<file path="config.mk">
export PLATFORM = sky130hd
export DESIGN_NAME = truth_table_scanner
export DESIGN_NICKNAME = d
export VERILOG_FILES = /design/src/rtl/truth_table_scanner_pkg.sv /design/src/rtl/truth_table_scanner_timer.sv /design/src/rtl/truth_table_scanner.sv
export SDC_FILE = /design/constraint.sdc
export NUM_CORES = 1
export LEC_CHECK = 0
export CAP_MARGIN = 5
export CORE_MARGIN = 4
export CORE_UTILIZATION = 50
export DETAILED_ROUTE_END_ITERATION = 16
export PLACE_DENSITY_LB_ADDON = 0.12
export SLEW_MARGIN = 10
export SYNTH_ARGS = -nofsm -noshare
export SYNTH_HDL_FRONTEND = slang
export SYNTH_SLANG_ARGS = --single-unit
</file>
<file path="constraint.sdc">
create_clock -name i_clk -period 2.44 [get_ports i_clk]
set_input_delay 0.488 -clock i_clk [delete_from_list [all_inputs] [get_ports i_clk]]
set_output_delay 0.488 -clock i_clk [all_outputs]
set_load 0.005 [all_outputs]
</file>
<file path="src/rtl/truth_table_scanner_pkg.sv">
// truth_table_scanner_pkg: shared types and constants for the truth-table scanner
// Provides the scanner state encoding, the default table depth and the golden
// truth table of the default 5-input SOP circuit f = V'W'Z' + WY'Z + VXZ.
package truth_table_scanner_pkg;
    typedef enum logic [1:0] {
        IDLE = 2'd0,
        RUN  = 2'd1,
        DONE = 2'd2
    } state_t;
    localparam int N_IN_DEFAULT = 5;
    localparam int DEPTH = 2**N_IN_DEFAULT;
    // Minterms 0,2,4,6,9,13,21,23,25,29,31
    localparam logic [DEPTH-1:0] SOP5_EXPECTED = 32'hA2A02255;
endpackage

</file>
<file path="src/rtl/truth_table_scanner_timer.sv">
// tt_settle_timer: settle-delay down-counter for the truth-table scanner
// Ports:
//   i_clk   rising-edge clock
//   i_rst   synchronous active-high reset (counter cleared)
//   i_load  reload the counter with SETTLE
//   o_zero  high when the counter has reached zero (sample may be taken)
module tt_settle_timer #(
    parameter int SETTLE = 1
) (
    input  logic i_clk,
    input  logic i_rst,
    input  logic i_load,
    output logic o_zero
);
    logic [3:0] r_cnt;
    always_ff @(posedge i_clk) begin
        if (i_rst)
            r_cnt <= '0;
        else if (i_load)
            r_cnt <= 4'(SETTLE);
        else if (r_cnt != 4'd0)
            r_cnt <= r_cnt - 4'd1;
    end
    assign o_zero = (r_cnt == 4'd0);
endmodule

</file>
<file path="src/rtl/truth_table_scanner.sv">
// truth_table_scanner: sweeps all input vectors through an external block and grades its truth table
// Ports:
//   i_clk          rising-edge clock
//   i_rst          synchronous active-high reset
//   i_start        one-cycle sweep request, honoured in IDLE or DONE only
//   o_vec_out      vector driven to the block under test (MSB = V ... LSB = Z)
//   i_dut_out      output of the block under test
//   o_busy         high while sweeping
//   o_done         high while results are held
//   o_table_out    captured truth table, bit i = output for vector i
//   o_ones_count   number of ones in the captured table
//   o_pass         1 in DONE iff the table matches EXPECTED
//   o_fail_count   number of mismatching indices
//   o_first_fail   lowest mismatching index (0 if none)
module truth_table_scanner
    import truth_table_scanner_pkg::*;
#(
    parameter int                  N_IN     = 5,
    parameter int                  SETTLE   = 1,
    parameter logic [2**N_IN-1:0]  EXPECTED = SOP5_EXPECTED
) (
    input  logic                i_clk,
    input  logic                i_rst,
    input  logic                i_start,
    output logic [N_IN-1:0]     o_vec_out,
    input  logic                i_dut_out,
    output logic                o_busy,
    output logic                o_done,
    output logic [2**N_IN-1:0]  o_table_out,
    output logic [N_IN:0]       o_ones_count,
    output logic                o_pass,
    output logic [N_IN:0]       o_fail_count,
    output logic [N_IN-1:0]     o_first_fail
);
    localparam int L_DEPTH = 2**N_IN;

    state_t              r_state;
    logic [N_IN-1:0]     r_vec;
    logic [L_DEPTH-1:0]  r_table;
    logic [N_IN:0]       r_ones;
    logic [N_IN:0]       r_fails;
    logic [N_IN-1:0]     r_first;
    logic                r_busy;
    logic                r_done;
    logic                r_pass;

    logic                w_start_ok;
    logic                w_zero;
    logic                w_capture;
    logic                w_last;
    logic                w_mismatch;
    logic [N_IN:0]       w_fail_next;
    logic                w_load;

    assign w_start_ok  = i_start && (r_state != RUN);
    assign w_capture   = (r_state == RUN) && w_zero;
    assign w_last      = (r_vec == N_IN'(L_DEPTH - 1));
    assign w_mismatch  = (i_dut_out != EXPECTED[r_vec]);
    assign w_fail_next = r_fails + (N_IN+1)'(w_mismatch);
    // Settle count restarts on every new vector, including the first one
    assign w_load      = w_start_ok || (w_capture && !w_last);

    tt_settle_timer #(.SETTLE(SETTLE)) u_timer (
        .i_clk  (i_clk),
        .i_rst  (i_rst),
        .i_load (w_load),
        .o_zero (w_zero)
    );

    always_ff @(posedge i_clk) begin
        if (i_rst) begin
            r_state <= IDLE;
            r_vec   <= '0;
            r_table <= '0;
            r_ones  <= '0;
            r_fails <= '0;
            r_first <= '0;
            r_busy  <= 1'b0;
            r_done  <= 1'b0;
            r_pass  <= 1'b0;
        end else if (w_start_ok) begin
            r_state <= RUN;
            r_vec   <= '0;
            r_table <= '0;
            r_ones  <= '0;
            r_fails <= '0;
            r_first <= '0;
            r_busy  <= 1'b1;
            r_done  <= 1'b0;
            r_pass  <= 1'b0;
        end else if (w_capture) begin
            r_table[r_vec] <= i_dut_out;
            r_ones         <= r_ones + (N_IN+1)'(i_dut_out);
            r_fails        <= w_fail_next;
            // Record only the first mismatch of the sweep
            if (w_mismatch && (r_fails == '0))
                r_first <= r_vec;
            if (w_last) begin
                r_state <= DONE;
                r_busy  <= 1'b0;
                r_done  <= 1'b1;
                r_pass  <= (w_fail_next == '0);
            end else begin
                r_vec <= r_vec + N_IN'(1);
            end
        end
    end

    assign o_vec_out    = r_vec;
    assign o_busy       = r_busy;
    assign o_done       = r_done;
    assign o_table_out  = r_table;
    assign o_ones_count = r_ones;
    assign o_pass       = r_pass;
    assign o_fail_count = r_fails;
    assign o_first_fail = r_first;
endmodule

</file>
==> parameters.txt <==
Parameter                              Value

Timing
  Max Fclk ... 0.442 GHz
  Slew at the pin with the worst max-slew slack ... 0.783 ns
  Max-slew violation count ... 0
  Setup-failing EPs final ... 0
  Relative slew slack ... 0.474
  Setup repair after global routing missed its margin ... false
  Number of hold violations in the final report ... 0
  Summed negative setup slack over all endpoints ... 0 ns
  Fin crit period ... 2.26 ns
  Period Utilization, post-route ... 0.928
  Setup Skew ... about 0.0071 ns

Drt
  Routed wire per std cell ... 13.3 microns
  Via total after detailed routing ... approximately 2500
  Post-Route WL ... approximately 6400 microns
  Router iterations before antenna repair ... 4
  DRC marker count from the first detailed-route iteration ... 120
  DRC errors left ... 0
  Antenna violation net count after detailed routing ... 0
  Via density per instance ... a little over 5

Die
  Count of pins on the block boundary ... just over 60
  Starting density of the core ... 0.520
  Rows ... 27
  Die width ... ~84 microns
  Floorplan die area ... 7080 sq um
  Core ar. ... roughly 5600 sq um
  Die H ... between 80 and 90 microns

Worst setup path
  Slowest stage cell on the critical path ... sky130_fd_sc_hd__or3b_4
  Critical Path AT ... 2.48 ns
  Endpoint class of the critical path ... register
  Largest incremental delay on the critical path ... 0.43 ns
  Req. time, crit path ... roughly 2.7 ns
  Most frequent cell on the critical path ... sky130_fd_sc_hd__ha_1
  Type of element launching the critical path ... register
  Type of the worst setup path ... register to register
  Critical path startpoint ... o_vec_out[1]$_SDFFE_PP0P_
  Maximum fanout encountered on the critical timing path ... 7
  Cell chain of the critical path ... ha_1 -> inv_1 -> nor2_1 -> ha_1 -> or3b_4 -> or3_4 -> a21oi_4 -> a211o_1 -> o211ai_2
  Worst reg2reg startpoint ... o_vec_out[1]$_SDFFE_PP0P_

Clocking
  TritonCTS buffer count ... 9
  Clk pin slew, worst setup/hold paths ... 0.07 ns
  Clock tree sinks ... 62
  PostCTS Resize Cnt ... 0
  Post-CTS setup buffer count ... 0
  CTS tree ... yes
  Number of buffers on the longest clock path ... 2
  CTS root buffer ... sky130_fd_sc_hd__clkbuf_8
  Clock Latency Late Sink ... 0.33 ns
  H-tree depth ... 3
  Number of buffers added to fix hold violations after cts ... 0

Yosys
  Post-synth top area share ... 0.428
  Number of library cell types mapped by synthesis ... slightly above 40
  Share of synthesized area occupied by flip-flops and latches ... 0.428
  Number of synthesis warnings ... 0
  Top cell type by total area after synthesis ... sky130_fd_sc_hd__dfxtp_1
  Synthesized netlist net count ... between 300 and 400
  Number of instances in the synthesized netlist ... between 300 and 400
  Area of the mapped netlist ... about 2900 sq um
  Ranking of synthesized cells by area ... sky130_fd_sc_hd__dfxtp_1 (43%), sky130_fd_sc_hd__nand2_1 (8.8%), sky130_fd_sc_hd__mux2i_1 (6.6%)
  Post-synthesis register bit count ... a little over 60
  Synthesized area divided by synthesized cell count ... 8.38 sq um

Layout
  Area occupied by multi-input gates ... ~1500 sq um
  Relative area change from synthesis to final layout ... 32.4%
  Diodes inserted ... 0
  Sequential cell area ... ~1200 sq um
  Final cell area excluding filler cells ... 3840 sq um
  Proportion of layout cells with a drive suffix above 1 ... 0.114
  Nets ... 423
  Non-filler instance count after layout ... between 400 and 500
  Layout fillers ... between 400 and 500

Power
  Sum of internal, switching and leakage power ... around 0.0024 W
  Worst VDD drop ... 0.460 mV
  Power Density ... about 630 nW/um^2
  Leakage power ... about 1.4 nW

Run status
  Outcome ... finished clean

Job
  Max-cap check violation count ... 0

Global route
  Largest net degree at the start of global routing ... 33
  Remaining global-route overflow ... 0
  Via count of the first global-routing pass ... roughly 2400
  All-Layer GR Usage ... 0.194
  Global-route wire length before repair ... between 10000 and 15000 microns
  Number of antenna violations at the first check in global routing ... 0

Min path
  Hold Crit Start ... o_table_out[29]$_SDFFE_PP0P_
  Worst Hold Class ... register to register

Place
  Global placement routability congestion ... between 0.8 and 0.9
  Placed cell area ... approximately 3600 sq um
  HPWL reported at the end of detailed placement ... ~4500 microns
  Placed Instances ... approximately 470
  Port buffer count ... 60
[placed cells by master, fill, tap and decap left out, types with 2 or more instances in the layout]
cell	count
sky130_fd_sc_hd__nand4_1	4
sky130_fd_sc_hd__nand2b_1	3
sky130_fd_sc_hd__buf_4	16
sky130_fd_sc_hd__ha_1	11
sky130_fd_sc_hd__nor2_1	37
sky130_fd_sc_hd__and3b_1	2
sky130_fd_sc_hd__nand2_1	68
sky130_fd_sc_hd__xor2_1	8
sky130_fd_sc_hd__bufinv_16	2
sky130_fd_sc_hd__dfxtp_1	62
sky130_fd_sc_hd__nor3_4	4
sky130_fd_sc_hd__xnor2_1	5
sky130_fd_sc_hd__nor3b_1	4
sky130_fd_sc_hd__inv_1	9
sky130_fd_sc_hd__clkbuf_8	12
sky130_fd_sc_hd__a21oi_1	29
sky130_fd_sc_hd__nor3_1	6
sky130_fd_sc_hd__nand3_1	26
sky130_fd_sc_hd__or3_1	2
sky130_fd_sc_hd__mux2i_1	19
sky130_fd_sc_hd__nor3_2	2
sky130_fd_sc_hd__clkdlybuf4s50_1	60
[routing by layer]
metal	up-vias	track usage	part of all wire
met4	0	0.0965	0.015
met1	1143	0.263	0.48
met5	-	0	0
met2	64	0.300	0.46
li1	1271	-	-
met3	8	0.0324	0.045
[critical path: cells and delay by family (launching register included)]
kind | cells | cell delay, ns
and+or+nand+nor | 3 | 0.86
adders and majority gates | 2 | 0.41
AOI/OAI and AO/OA | 3 | 0.40
DFF | 1 | 0.38
buffers and inverters | 1 | 0.11
[final timing paths]
path,slack [ns],endpoint,depth (start not counted)
max,0.18,register,9
min,0.45,o_table_out[29]$_SDFFE_PP0P_,2
min reg2reg,0.45,o_table_out[29]$_SDFFE_PP0P_,2
max reg2reg,0.18,register,9
[kinds of logic after synthesis]
logic type / Yosys count / share of synthesized area
compound gates: 40 / 0.0850
xor+xnor: 13 / 0.0393
fa+ha+maj: 11 / 0.0475
buf+inv: 35 / 0.0578
flops: 62 / 0.428
mux: 19 / 0.0656
simple gates: 166 / 0.277
[state kept, by name, indices dropped and copies added (netlist names), named ones only]
| signal | count |
|---|---|
| o_table_out | 32 |
| o_fail_count | 6 |
| o_ones_count | 6 |
| o_first_fail | 5 |
| o_vec_out | 5 |
| u_timer.r_cnt | 4 |
| o_done | 1 |
| o_pass | 1 |
| r_state | 1 |
[where the power goes]
part / internal (W) / switching (W) / total [W] / leakage (nW)
Clock: 0.000658 / 0.000387 / 0.00105 / 0.120
Combinational: 0.000137 / 0.000199 / 0.000335 / 0.816
Sequential: 0.00103 / 0.0000167 / 0.00105 / 0.501
[final cells by class]
class                           instances  area share
Multi-Input combinational cell        249       0.391
Sequential cell                        62       0.323
Timing Repair Buffer                   77       0.193
Clock buffer                           13      0.0440
Tap cell                               72      0.0235
Clock inverter                          3      0.0169
Inverter                                9     0.00880
[cell usage after synthesis, drive strengths merged]
library cell and number:
a2111oi 1, a211o 1, a211oi 1, a21o 1, a21oi 31, a221oi 1
and2 1, and3 1, and3b 2, buf 16, clkbuf 10, dfxtp 62
ha 11, inv 9, mux2i 19, nand2 68, nand2b 3, nand3 26
nand4 4, nor2 39, nor3 12, nor3b 4, nor4 1, o211ai 1
o21ai 2, o2bb2ai 1, or3 3, or3b 2, xnor2 5, xor2 8
[through the flow]
step                utilization  hold slack (ns)  setup WS, ns
floorplan                     -            0.448         0.180
global placement          0.646            0.442         0.170
detailed placement        0.646            0.447         0.124
CTS                       0.688            0.457         0.119
global route              0.689            0.473        0.0245
finish                    0.689            0.454         0.175
(Power assumes the default switching activity.)
